## src/rtl/key_event_queue.sv

```systemverilog
// Keypad event queue: turns scanner presses (and optional auto-repeats) into FWFT queue entries.
// Build option: define KEY_AUTOREPEAT_EN to include the hold/repeat timer and REPEAT state.
module key_event_queue #(
    parameter int DEPTH        = 4,
    parameter int REPEAT_DELAY = 25000000,
    parameter int REPEAT_RATE  = 5000000
) (
    input  logic                     clk,
    input  logic                     rst,
    input  logic [4:0]               keyCode,
    input  logic                     ready,
    input  logic                     pop,
    output logic [4:0]               ev_code,
    output logic                     ev_repeat,
    output logic                     ev_valid,
    output logic [$clog2(DEPTH):0]   ev_count,
    output logic                     overflow
);
    localparam int AW = $clog2(DEPTH);

`ifdef KEY_AUTOREPEAT_EN
    localparam int EW   = 6;
    localparam int TMAX = (REPEAT_DELAY > REPEAT_RATE) ? REPEAT_DELAY : REPEAT_RATE;
    localparam int TW   = (TMAX > 1) ? $clog2(TMAX) : 1;
    typedef enum logic [1:0] {IDLE = 2'd0, HELD = 2'd1, REPEAT = 2'd2} key_state_t;
    logic [TW-1:0] timer_reg, timer_next;
`else
    localparam int EW = 5;
    typedef enum logic {IDLE = 1'b0, HELD = 1'b1} key_state_t;
`endif

    key_state_t    state_reg, state_next;
    logic [4:0]    held_reg, held_next;
    logic          push_reg, push_next;
    logic [EW-1:0] push_entry_reg, push_entry_next;

    // Key FSM; the decided push is registered so the queue never sees inputs combinationally.
    always_ff @(posedge clk) begin
        if (rst) begin
            state_reg      <= IDLE;
            held_reg       <= '0;
            push_reg       <= 1'b0;
            push_entry_reg <= '0;
`ifdef KEY_AUTOREPEAT_EN
            timer_reg      <= '0;
`endif
        end else begin
            state_reg      <= state_next;
            held_reg       <= held_next;
            push_reg       <= push_next;
            push_entry_reg <= push_entry_next;
`ifdef KEY_AUTOREPEAT_EN
            timer_reg      <= timer_next;
`endif
        end
    end

    always_comb begin
        state_next      = state_reg;
        held_next       = held_reg;
        push_next       = 1'b0;
        push_entry_next = '0;
`ifdef KEY_AUTOREPEAT_EN
        timer_next      = timer_reg;
`endif
        if (ready && (state_reg == IDLE || keyCode != held_reg)) begin
            push_next       = 1'b1;
            push_entry_next = EW'(keyCode);
            held_next       = keyCode;
            state_next      = HELD;
`ifdef KEY_AUTOREPEAT_EN
            timer_next      = TW'(REPEAT_DELAY - 1);
`endif
        end else if (!ready) begin
            state_next = IDLE;
        end
`ifdef KEY_AUTOREPEAT_EN
        else if (timer_reg == '0) begin
            push_next       = 1'b1;
            push_entry_next = {1'b1, held_reg};
            timer_next      = TW'(REPEAT_RATE - 1);
            state_next      = REPEAT;
        end else begin
            timer_next = timer_reg - 1'b1;
        end
`endif
    end

    // FWFT queue: register-array storage, head read straight from the array.
    logic [EW-1:0] mem [DEPTH];
    logic [AW-1:0] wr_ptr_reg, rd_ptr_reg;
    logic [AW:0]   count_reg;
    logic          overflow_reg;
    logic          do_pop, do_write;
    logic [EW-1:0] head;

    assign do_pop   = pop && (count_reg != '0);
    assign do_write = push_reg && ((count_reg != (AW+1)'(DEPTH)) || do_pop);

    always_ff @(posedge clk) begin
        if (do_write) begin
            mem[wr_ptr_reg] <= push_entry_reg;
        end
    end

    always_ff @(posedge clk) begin
        if (rst) begin
            wr_ptr_reg   <= '0;
            rd_ptr_reg   <= '0;
            count_reg    <= '0;
            overflow_reg <= 1'b0;
        end else begin
            if (do_write) begin
                wr_ptr_reg <= wr_ptr_reg + 1'b1;
            end else if (push_reg) begin
                overflow_reg <= 1'b1;
            end
            if (do_pop) begin
                rd_ptr_reg <= rd_ptr_reg + 1'b1;
            end
            case ({do_write, do_pop})
                2'b10:   count_reg <= count_reg + 1'b1;
                2'b01:   count_reg <= count_reg - 1'b1;
                default: count_reg <= count_reg;
            endcase
        end
    end

    assign head     = mem[rd_ptr_reg];
    assign ev_valid = (count_reg != '0);
    assign ev_count = count_reg;
    assign overflow = overflow_reg;
    assign ev_code  = ev_valid ? head[4:0] : 5'd0;
`ifdef KEY_AUTOREPEAT_EN
    assign ev_repeat = ev_valid & head[5];
`else
    assign ev_repeat = 1'b0;
`endif

endmodule
```

## config.mk

```make
export PLATFORM = sky130hd
export DESIGN_NAME = key_event_queue
export DESIGN_NICKNAME = d
export VERILOG_FILES = /design/src/rtl/key_event_queue.sv
export SDC_FILE = /design/constraint.sdc
export NUM_CORES = 1
export LEC_CHECK = 0
export ABC_AREA = 0
export CORE_ASPECT_RATIO = 0.7
export CORE_MARGIN = 4
export CORE_UTILIZATION = 45
export CTS_BUF_LIST = sky130_fd_sc_hd__clkbuf_8 sky130_fd_sc_hd__clkbuf_16
export DETAILED_ROUTE_END_ITERATION = 6
export PLACE_DENSITY = 0.67
export SLEW_MARGIN = 5
export SYNTH_ARGS = -nofsm -noshare
export SYNTH_HDL_FRONTEND = slang
export SYNTH_SLANG_ARGS = --single-unit
```

## constraint.sdc

```tcl
create_clock -name clk -period 4.45 [get_ports clk]
set_input_delay 0.89 -clock clk [delete_from_list [all_inputs] [get_ports clk]]
set_output_delay 0.89 -clock clk [all_outputs]
set_load 0.05 [all_outputs]
```

==> summary.txt, run 1 <==
Clock tree
  – Sinks on the clock net: 42
  – Clk Latency, worst-skew pair: 290 ps
  – Post-cts sizing count: 0
  – CTS buffer count: 5
  – Post-CTS Hold Fix Bufs: 0
  – Post-CTS setup buffers: 0
  – Clock tree from TritonCTS: done
  – CTS H-Tree Depth: 2
  – Master cell of the clock root buffer: clkbuf_8
  – CTS clock-pin slew for the worst setup and hold paths: 80 ps
  – Maximum count of clock buffers along a single path: 2

Run
  – Number of max-cap violations: 0

Power
  – Switching part of the total: a little over a third
  – Tot Pwr: 1.19 mW
  – Portion of total power attributed to sequential cells: roughly 40%
  – Combinational Power Share: 35.8%
  – Internal Pwr Total: 0.777 mW
  – Max IR drop VDD: between 0.2 and 0.3 mV
  – Switching power summed over all nets: 0.416 mW
  – Share of total power in the clock network: 24.3%
  – Leak pwr: 0.725 nW
  – PwrDens: 597 nW/µm²

Placed design
  – Final HPWL DP: 1.98 mm
  – Port buffer count: 18
  – Placed Cells incl. Taps: between 150 and 200
  – Gpl congestion: 0.723

Route
  – Total DRC errors in the routed layout: 0
  – Pre-antenna DRT Iters: 4
  – Count of nets left with antenna violations after detail routing: 0
  – Violation count after the first detailed-route iteration: 59
  – Routed wire per std cell: roughly 14 µm
  – Routed wire length: around 2.7 mm
  – Via count of the routed design: 923
  – Detail-routed via count per cell: slightly below 5

Floorplan
  – Number of top-level pins: 20
  – Initial Utilization: 47.4%
  – Area of the die: a little under 5000 µm²
  – Core box area: 3560 µm²
  – Die Height: 59.2 µm
  – Placement Rows: 18
  – Die X-Extent: 81.1 µm

Final layout
  – Share of post-route cells with drive strength above 1: 14.8%
  – End-of-flow core utilization: 56.2%
  – Final nets: 156
  – Final instance count without filler cells: 192
  – Layout-stage area growth over the synthesis result: 18.6%
  – ANT cells: 0
  – Flip-flop count of the largest register, all copies and words added: 20
  – Fill count: 310

Synth
  – Most used flip-flop cell after synthesis: dfxtp_1
  – Number of warning messages in the yosys log: 0
  – Sequential share of the synthesized area: 61.8%
  – Syn Inst Count: 122
  – Average size of a mapped cell: 13.8 µm²
  – Count of flip-flops with a built-in enable after synthesis: 20
  – Post-Synthesis Cell Area: 1690 µm²
  – Post-synthesis register bit count: 42
  – Proportion of synthesized flip-flops having asynchronous set or reset: 0%
  – Count of distinct cell types in the synthesized netlist: 29
  – Net count after synthesis: 137

Timing
  – Fraction of the cycle the final worst path needs: between 70% and 80%
  – Post-Route Hold Slack: 483 ps
  – Clock skew: 8.50 ps
  – Number of pins with negative max-slew slack in the final report: 0
  – Setup repair after global routing missed its margin: no
  – Final setup fails: 0
  – Fmax: 319 MHz
  – Final TNS setup: 0 ps
  – Slew HR: 66.4%
  – Final Hold Vio Count: 0
  – Pin slew with the least headroom to its limit: 502 ps
  – Period minus WS final: 3140 ps

GRT
  – Global-route wire length before repair: approximately 4.6 mm
  – GRT Max-Usage Layer: met2
  – Residual overflow from global routing: 0
  – GR met3 Demand/Resource: 5.62%
  – Met1 usage in global routing: 16.6%
  – Met2 usage: between 20% and 30%
  – GRT Overall Usage: 13.4%
  – Largest net degree at the start of global routing: 14
  – Initial antenna violation count: 0
  – Number of global-route vias before repair: 948

Critical path
  – Biggest fanout along the worst timing path: 5
  – Data arrival time at the worst-slack endpoint: 2250 ps
  – CP required: roughly 3600 ps
  – Worst setup path category: reg2out
  – Category of the worst setup path launch point: register
  – Critical Path Sink Type: output port

Hold path
  – Path class of the lowest-slack min-delay path: reg2reg

Status
  – Outcome: completed
==> power groups by stage <==
stage | Clock (mW) | Combinational (mW) | Sequential, mW
2_1_floorplan | 0 | 0.310 | 0.504
3_3_place_gp | 0 | 0.425 | 0.485
3_5_place_dp | 0 | 0.431 | 0.486
4_1_cts | 0.298 | 0.433 | 0.477
5_1_grt | 0.314 | 0.460 | 0.484
6_report | 0.290 | 0.428 | 0.476
==> layout make-up <==
| cell class | instances | area, µm² | area share, % |
|---|---|---|---|
| Clock buffer | 5 | 68.8 | 3.44 |
| Clock inverter | 3 | 41.3 | 2.07 |
| Inverter | 7 | 26.3 | 1.31 |
| Multi-Input combinational cell | 67 | 579 | 29.0 |
| Sequential cell | 42 | 1040 | 52.1 |
| Tap cell | 50 | 62.6 | 3.13 |
| Timing Repair Buffer | 18 | 180 | 9.01 |
==> synthesized netlist by cell type (2+ instances only) <==
master / instances / area (µm²)
xor2_1: 5 / 43.8
a21oi_1: 3 / 15.0
and2_1: 9 / 56.3
xnor2_1: 4 / 35.0
clkbuf_1: 2 / 7.51
edfxtp_1: 20 / 601
and2_2: 5 / 37.5
buf_4: 2 / 15.0
a22o_1: 5 / 43.8
or3_1: 2 / 12.5
nor2b_1: 2 / 12.5
nor2_1: 11 / 41.3
inv_1: 7 / 26.3
ha_1: 5 / 62.6
dfxtp_1: 22 / 440
mux4_2: 5 / 113
==> worst max-delay path: stages, from the launching register on <==
cell and delay (ps):
dfxtp_1 520, mux4_2 540, and2_2 210, clkdlybuf4s50_1 690
==> layer usage <==
layer / up-vias / wire length (µm) / share of wire (%)
li1: 455 / - / -
met1: 443 / 1270 / 47
met2: 23 / 1260 / 47
met3: 2 / 133 / 5.0
met4: 0 / 17 / 0.63
met5: - / 0 / 0
==> cell usage in the layout (no fill, tap or decap), drive strengths merged, types with 2 or more instances in the layout <==
cell type,n
dfxtp,22
edfxtp,20
clkdlybuf4s50,18
and2,15
nor2,11
inv,8
mux4,5
xor2,5
a22o,5
ha,5
clkbuf,5
xnor2,5
a21oi,3
or3,2
nor2b,2
==> per-stage QoR <==
stage               instance area [µm²]  setup WS, ps
finish                             2000          1310
global route                       2000          1180
CTS                                2000          1280
detailed placement                 1890          1110
global placement                   1890          1250
floorplan                          1690          1750
==> cell families (layout without fill, tap and decap cells) <==
group	after synthesis	count (layout)	synth area share, %
adders and majority gates	6	6	4.90
xor gates and xnor gates	10	10	5.64
buffers and inverters	13	33	3.86
AOI/OAI and AO/OA	11	11	4.97
and+or+nand+nor	33	33	11.4
muxes	6	6	7.28
DFF	42	42	61.8
other	1	1	0.223
==> worst paths after layout <==
kind	slack (ps)	depth (start not counted)	to	start
hold reg to reg	480	0	mem[1][3]$_DFFE_PP_	push_entry_reg[3]$_SDFF_PP0_
setup reg to reg	2060	9	ev_count[2]$_SDFFE_PP0P_	ev_count[0]$_SDFFE_PP0P_
hold / removal	480	0	mem[1][3]$_DFFE_PP_	push_entry_reg[3]$_SDFF_PP0_
setup / recovery	1310	3	ev_code[3]	register
(Power assumes the default switching activity.)
==> inputs of run 2 (changes only) <==
--- a/config.mk
+++ b/config.mk
@@ -11,7 +11,7 @@
 export CORE_UTILIZATION = 45
 export CTS_BUF_LIST = sky130_fd_sc_hd__clkbuf_8 sky130_fd_sc_hd__clkbuf_16
 export DETAILED_ROUTE_END_ITERATION = 6
-export PLACE_DENSITY = 0.67
+export PLACE_DENSITY = 0.69
 export SLEW_MARGIN = 5
 export SYNTH_ARGS = -nofsm -noshare
 export SYNTH_HDL_FRONTEND = slang
==> constraint.sdc (replaced) <==
create_clock -name clk -period 2.62 [get_ports clk]
set_input_delay 0.524 -clock clk [delete_from_list [all_inputs] [get_ports clk]]
set_output_delay 0.524 -clock clk [all_outputs]
set_load 0.05 [all_outputs]
==> run 2 against run 1 <==
  * First-iteration DRC count rose by 8.5%
  * Routed wire length rose by 2.3%
  * Total power rose by 82%
  * Clock skew fell by 4.0 ps
  * Cell area rose by 2.9%
  * Critical endpoint is now ev_count[2]$_SDFFE_PP0P_
==> summary.txt, run 2 (same netlist as run 1, synthesis figures left out) <==
Status
  – Outcome: completed (unchanged)

Floorplan
  – Area of the die: 4800 µm² (unchanged)
  – Initial Utilization: 47.4% (unchanged)
  – Placement Rows: 18 (unchanged)
  – Die Height: 59.2 µm (unchanged)
  – Number of top-level pins: 20 (unchanged)
  – Core box area: 3560 µm² (unchanged)
  – Die X-Extent: 81.1 µm (unchanged)

GRT
  – Number of global-route vias before repair: 947 (was 948)
  – Initial antenna violation count: 0 (unchanged)
  – Largest net degree at the start of global routing: 15 (was 14)
  – Global-route wire length before repair: 4.53 mm (was 4.58 mm)
  – Residual overflow from global routing: 0 (unchanged)
  – GRT Overall Usage: 13.4% (about the same)

Hold path
  – Worst min-delay path startpoint: overflow$_SDFFE_PP0P_ (was push_entry_reg[3]$_SDFF_PP0_)
  – Hold Crit Depth: 2 (was 0)
  – Path class of the lowest-slack min-delay path: reg2reg (unchanged)

Timing
  – Slew HR: 66.7% (was 66.4%)
  – Number of pins with negative max-slew slack in the final report: 0 (unchanged)
  – Clock skew: 4.53 ps (was 8.50 ps)
  – Post-Route Hold Slack: 481 ps (was 483 ps)
  – Period minus WS final: about 2400 ps
  – Final setup fails: 0 (unchanged)
  – Fraction of the cycle the final worst path needs: 92.2%
  – Setup repair after global routing missed its margin: no (unchanged)
  – Final Hold Vio Count: 0 (unchanged)
  – Fmax: 414 MHz
  – Pin slew with the least headroom to its limit: 499 ps (was 502 ps)

Final layout
  – Share of post-route cells with drive strength above 1: 22.4% (was 14.8%)
  – Most common library cell in the layout ignoring fill and taps: dfxtp_1 (unchanged)
  – Most frequent cells in the layout: dfxtp_1, edfxtp_1, clkdlybuf4s50_1, nor2_1, buf_4 (was dfxtp_1, edfxtp_1, clkdlybuf4s50_1, nor2_1, and2_1)
  – Layout-stage area growth over the synthesis result: 22.1% (was 18.6%)
  – Final instance count without filler cells: 197 (was 192)
  – ANT cells: 0 (unchanged)
  – Post-route cell area: 2060 µm² (was 2000 µm²)
  – Flip-flop count of the largest register, all copies and words added: 20 (unchanged)
  – Final nets: 161 (was 156)

Clock tree
  – Clk Latency, worst-skew pair: 290 ps (about the same)
  – Master cell of the clock root buffer: clkbuf_8 (unchanged)
  – Clock tree from TritonCTS: done (unchanged)
  – Sinks on the clock net: 42 (unchanged)
  – CTS buffer count: 5 (unchanged)
  – Post-CTS Hold Fix Bufs: 0 (unchanged)
  – Maximum count of clock buffers along a single path: 2 (unchanged)
  – CTS H-Tree Depth: 2 (unchanged)
  – CTS clock-pin slew for the worst setup and hold paths: 80 ps (about the same)

Power
  – Leak pwr: 0.773 nW (was 0.725 nW)
  – Max IR drop VDD: 0.461 mV (was 0.251 mV)
  – PwrDens: 1060 nW/µm² (was 597 nW/µm²)

Critical path
  – Worst R2R End: ev_count[2]$_SDFFE_PP0P_ (unchanged)
  – Biggest fanout along the worst timing path: 2 (was 5)
  – Startpoint of the worst register-to-register path: ev_count[0]$_SDFFE_PP0P_ (unchanged)
  – Worst R2R Path Depth: 9 (unchanged)
  – Crit path capture: ev_count[2]$_SDFFE_PP0P_ (was ev_code[3])
  – Critical Path Sink Type: register (was output port)
  – Reg-to-reg slack, setup: 450 ps (was 2060 ps)
  – Worst setup path category: in2reg (was reg2out)
  – Start point of the critical path: pop
  – Category of the worst setup path launch point: primary input (was register)
  – Data arrival time at the worst-slack endpoint: 2640 ps (was 2250 ps)
  – CP required: 2840 ps (was 3560 ps)

Placed design
  – Gpl congestion: 0.758 (was 0.723)
  – Port buffer count: 18 (unchanged)
  – Final HPWL DP: 2.06 mm (was 1.98 mm)
  – Area post-placement: 1910 µm² (was 1890 µm²)
  – Placed Cells incl. Taps: 189 (was 184)

Route
  – Via count of the routed design: 942 (was 923)
  – Routed wire per std cell: 13.9 µm (was 14.0 µm)
  – Pre-antenna DRT Iters: 4 (unchanged)
  – Detail-routed via count per cell: 4.78 (was 4.81)
  – Total DRC errors in the routed layout: 0 (unchanged)
  – Routed wire length: 2.74 mm (was 2.68 mm)
  – Count of nets left with antenna violations after detail routing: 0 (unchanged)
  – Violation count after the first detailed-route iteration: 64 (was 59)

Run
  – Number of max-cap violations: 0 (unchanged)
run 2: changes by cell type in the layout (fill, tap and decap cells not counted), sizes merged:
cell	change
clkinvlp	-1
buf	+10
bufinv	+1
inv	-1
clkinv	+1
clkdlybuf4s50	-5
run 2: cell type report:
cell class	count	area (µm²)
timing repair buffer	23	205
fill	310	1500
clock buffer	5	68.8
sequential	42	1040
clock inverter	3	68.8
tap	50	62.6
inverter	7	26.3
multi-input combinational	67	586
run 2: worst min path at each step:
stage	slack [ps]	endpoint
after floorplan	440	mem[0][0]$_DFFE_PP_
after global placement	450	mem[2][3]$_DFFE_PP_
after detailed placement	470	mem[2][3]$_DFFE_PP_
after CTS	480	mem[2][3]$_DFFE_PP_
after global routing	510	mem[2][2]$_DFFE_PP_
final	480	overflow$_SDFFE_PP0P_
run 2: power breakdown:
part | leakage [nW] | total (mW) | switching (mW) | internal, mW
Combinational | 0.338 | 0.763 | 0.450 | 0.313
Clock | 0.0683 | 0.597 | 0.216 | 0.381
Sequential | 0.366 | 0.814 | 0.0704 | 0.744
run 2: timing repair:
action / 4_1_cts / 5_1_grt
resized for setup: 0 / 1
endpoints found under the hold margin: 0 / 0
endpoints found under the setup margin: 0 / 1
setup buffers: 0 / 0
run 2: per-stage QoR:
stage	total power, mW	util (%)	setup TNS (ps)	worst slack [ps]
2_1_floorplan	1.38	-	0	122
4_1_cts	2.20	57.7	0	108
3_3_place_gp	1.57	53.8	-32.6	-32.6
3_5_place_dp	1.60	53.8	-205	-205
5_1_grt	2.29	57.8	0	83.0
6_report	2.17	57.8	0	203
run 2: worst max-delay path, cell delays in order:
cell and delay [ps]:
clkdlybuf4s50_1 440, nor4b_2 300, nor2b_1 100, inv_1 70
ha_1 170, inv_1 60, fa_1 370, xor2_1 160
or3_1 310, a21oi_1 140
run 2: per-layer routing:
layer | vias up | routed length (µm) | global-route usage [%]
met5 | - | 0 | 0
li1 | 469 | - | -
met1 | 450 | 1270 | 16.7
met2 | 19 | 1310 | 20.5
met3 | 4 | 125 | 5.93
met4 | 0 | 44 | 5.78
==> inputs of run 3 (changes only) <==
--- a/config.mk
+++ b/config.mk
@@ -7,7 +7,7 @@
 export LEC_CHECK = 0
 export ABC_AREA = 0
 export CORE_ASPECT_RATIO = 0.7
-export CORE_MARGIN = 4
+export CORE_MARGIN = 2
 export CORE_UTILIZATION = 45
 export CTS_BUF_LIST = sky130_fd_sc_hd__clkbuf_8 sky130_fd_sc_hd__clkbuf_16
 export DETAILED_ROUTE_END_ITERATION = 6
==> run 3 against run 2 <==
  * Clock skew is 1.4 ps higher
  * Critical path type unchanged
  * Routed wire length is 4.7% lower
  * First-iteration DRC count is 27% higher
==> summary.txt, run 3 (same netlist as run 1, synthesis figures left out) <==
Final layout
  – Fill count: 303 (was 310)
  – Final instance count without filler cells: 196 (was 197)
  – Most frequent cells in the layout: dfxtp_1, edfxtp_1, clkdlybuf4s50_1, nor2_1 (was dfxtp_1, edfxtp_1, clkdlybuf4s50_1, nor2_1, buf_4)
  – Post-route cell area: 2020 µm² (was 2060 µm²)
  – End-of-flow core utilization: 56.7% (was 57.8%)
  – Most common library cell in the layout ignoring fill and taps: dfxtp_1 (unchanged)
  – Layout-stage area growth over the synthesis result: 19.7% (was 22.1%)
  – ANT cells: 0 (unchanged)
  – Share of post-route cells with drive strength above 1: 21.9% (was 22.4%)
  – Final nets: 160 (was 161)
  – Flip-flop count of the largest register, all copies and words added: 20 (unchanged)

Timing
  – Fraction of the cycle the final worst path needs: 94.4% (was 92.2%)
  – Clock skew: 5.88 ps (was 4.53 ps)
  – Pin slew with the least headroom to its limit: 521 ps (was 499 ps)
  – Number of pins with negative max-slew slack in the final report: 0 (unchanged)
  – Final Hold Vio Count: 0 (unchanged)
  – Post-Route Hold Slack: 474 ps (was 481 ps)
  – Setup repair after global routing missed its margin: no (unchanged)
  – Period minus WS final: 2470 ps (was 2420 ps)
  – Final setup fails: 0 (unchanged)
  – Final TNS setup: 0 ps (unchanged)
  – Fmax: 404 MHz (was 414 MHz)
  – Slew HR: 65.1% (was 66.7%)
  – Setup ws final: 147 ps (was 203 ps)

Floorplan
  – Core box area: 3560 µm² (unchanged)
  – Number of top-level pins: 20 (unchanged)
  – Area of the die: 4260 µm² (was 4800 µm²)
  – Placement Rows: 18 (unchanged)
  – Die Height: 55.2 µm (was 59.2 µm)
  – Die X-Extent: 77.1 µm (was 81.1 µm)
  – Initial Utilization: 47.4% (unchanged)

Route
  – Routed wire length: 2.62 mm (was 2.74 mm)
  – Violation count after the first detailed-route iteration: 81 (was 64)
  – Via count of the routed design: 939 (was 942)
  – Total DRC errors in the routed layout: 0 (unchanged)
  – Routed wire per std cell: 13.3 µm (was 13.9 µm)
  – Detail-routed via count per cell: 4.79 (was 4.78)
  – Count of nets left with antenna violations after detail routing: 0 (unchanged)
  – Pre-antenna DRT Iters: 4 (unchanged)

Critical path
  – Master of the slowest instance on the critical path: clkdlybuf4s50_1 (unchanged)
  – CP required: 2830 ps (was 2840 ps)
  – List of cells traversed by the critical path: clkdlybuf4s50_1, nor4b_4, nor2b_1, inv_1, ha_1, inv_1, fa_1, xor2_1, or3_1, a21oi_1 (was clkdlybuf4s50_1, nor4b_2, nor2b_1, inv_1, ha_1, inv_1, fa_1, xor2_1, or3_1, a21oi_1)
  – Critical Path Sink Type: register (unchanged)
  – Category of the worst setup path launch point: primary input (unchanged)
  – Reg-to-reg slack, setup: 320 ps (was 450 ps)
  – Biggest fanout along the worst timing path: 2 (unchanged)
  – Worst setup path category: in2reg (unchanged)
  – Worst R2R End: ev_count[2]$_SDFFE_PP0P_ (unchanged)
  – Data arrival time at the worst-slack endpoint: 2680 ps (was 2640 ps)
  – Startpoint of the worst register-to-register path: ev_count[0]$_SDFFE_PP0P_ (unchanged)
  – Critical Path Most Common Cell: inv_1 (unchanged)
  – Worst R2R Path Depth: 8 (was 9)
  – Delay of the slowest cell on the worst path: 460 ps (was 440 ps)

Placed design
  – Port buffer count: 18 (unchanged)
  – Placed Cells incl. Taps: 188 (was 189)
  – Final HPWL DP: 1.99 mm (was 2.06 mm)
  – Area post-placement: 1910 µm² (about the same)
  – Worst setup slack after placement: -314 ps (was -205 ps)
  – Gpl congestion: 0.802 (was 0.758)

Power
  – Leak pwr: 0.747 nW (was 0.773 nW)
  – Combinational Power Share: 37.6% (was 35.1%)
  – Portion of total power attributed to sequential cells: 41.6% (was 37.4%)
  – Switching part of the total: 36.3% (was 33.8%)
  – Share of total power in the clock network: 20.9% (was 27.5%)
  – Switching power summed over all nets: 0.714 mW (was 0.736 mW)
  – Tot Pwr: 1.97 mW (was 2.17 mW)
  – Internal Pwr Total: 1.25 mW (was 1.44 mW)
  – PwrDens: 976 nW/µm² (was 1060 nW/µm²)
  – Max IR drop VDD: 0.394 mV (was 0.461 mV)

Clock tree
  – CTS buffer count: 5 (unchanged)
  – Clk Latency, worst-skew pair: 280 ps (was 290 ps)
  – Master cell of the clock root buffer: clkbuf_8 (unchanged)
  – Maximum count of clock buffers along a single path: 2 (unchanged)
  – CTS H-Tree Depth: 2 (unchanged)
  – Post-CTS setup buffers: 0 (unchanged)
  – Clock tree from TritonCTS: done (unchanged)
  – CTS clock-pin slew for the worst setup and hold paths: 80 ps (about the same)
  – Sinks on the clock net: 42 (unchanged)

GRT
  – Global-route wire length before repair: 4.49 mm (was 4.53 mm)
  – Residual overflow from global routing: 0 (unchanged)
  – Largest net degree at the start of global routing: 14 (was 15)
  – GRT Overall Usage: 13.7% (was 13.4%)
  – Number of global-route vias before repair: 946 (was 947)
  – Initial antenna violation count: 0 (unchanged)

Hold path
  – Worst min-delay path startpoint: overflow$_SDFFE_PP0P_ (unchanged)
  – Path class of the lowest-slack min-delay path: reg2reg (unchanged)
  – Hold Crit Depth: 2 (unchanged)
  – Terminating pin of the worst hold path: overflow$_SDFFE_PP0P_ (unchanged)

Run
  – Number of max-cap violations: 0 (unchanged)

Status
  – Outcome: completed (unchanged)
[run 3: changes by cell type in the layout (fill, tap and decap cells not counted)]
cell | previous run | this run
buf_4 | 10 | 9
bufinv_16 | 2 | 0
nor4b_2 | 1 | 0
clkbuf_8 | 5 | 6
nor4b_4 | 0 | 1
clkinvlp_4 | 0 | 1
clkinv_4 | 1 | 0
clkinv_2 | 0 | 1
[run 3: layout make-up]
type / instances / area [µm²] / area share (%)
clock inverters: 2 / 12.5 / 0.620
well taps: 50 / 62.6 / 3.10
repair buffers: 22 / 198 / 9.80
multi-input cells: 67 / 594 / 29.5
flip-flops and latches: 42 / 1040 / 51.6
clock buffers: 6 / 82.6 / 4.09
inverters: 7 / 26.3 / 1.30
[run 3: repair_timing]
action | 4_1_cts | 5_1_grt
gates cloned | 0 | 0
resized for setup | 1 | 1
hold buffers | 0 | 0
endpoints found under the setup margin | 1 | 1
[run 3: metal layers]
layer  global-route usage (%)  up-vias  wire [µm]
met5                        0        -          0
met4                     3.83        0         19
li1                         -      460          -
met2                     22.1       23       1210
met3                     4.74        4        137
met1                     17.7      452       1250
[run 3: critical path: cells and delay by family]
family,cells,cell delay [ps]
adder cells (fa/ha/maj),2,540
AO/OA/AOI/OAI,1,170
buffers and inverters,3,590
XOR/XNOR,1,160
AND/OR/NAND/NOR,3,700
[run 3: worst max path at each step]
stage | from | end | slack [ps]
floorplan | ev_count[2]$_SDFFE_PP0P_ | ev_count[2]$_SDFFE_PP0P_ | 120
global route | pop | ev_count[2]$_SDFFE_PP0P_ | 30
CTS | pop | ev_count[2]$_SDFFE_PP0P_ | 120
finish | pop | ev_count[2]$_SDFFE_PP0P_ | 150
detailed placement | pop | ev_count[2]$_SDFFE_PP0P_ | -310
global placement | pop | ev_count[2]$_SDFFE_PP0P_ | -30
[run 3: power groups by stage]
stage / clock network (mW) / logic [mW] / registers, mW
global route: 0.464 / 0.787 / 0.830
detailed placement: 0 / 0.737 / 0.826
global placement: 0 / 0.723 / 0.823
CTS: 0.425 / 0.740 / 0.813
floorplan: 0 / 0.526 / 0.857
finish: 0.411 / 0.739 / 0.818
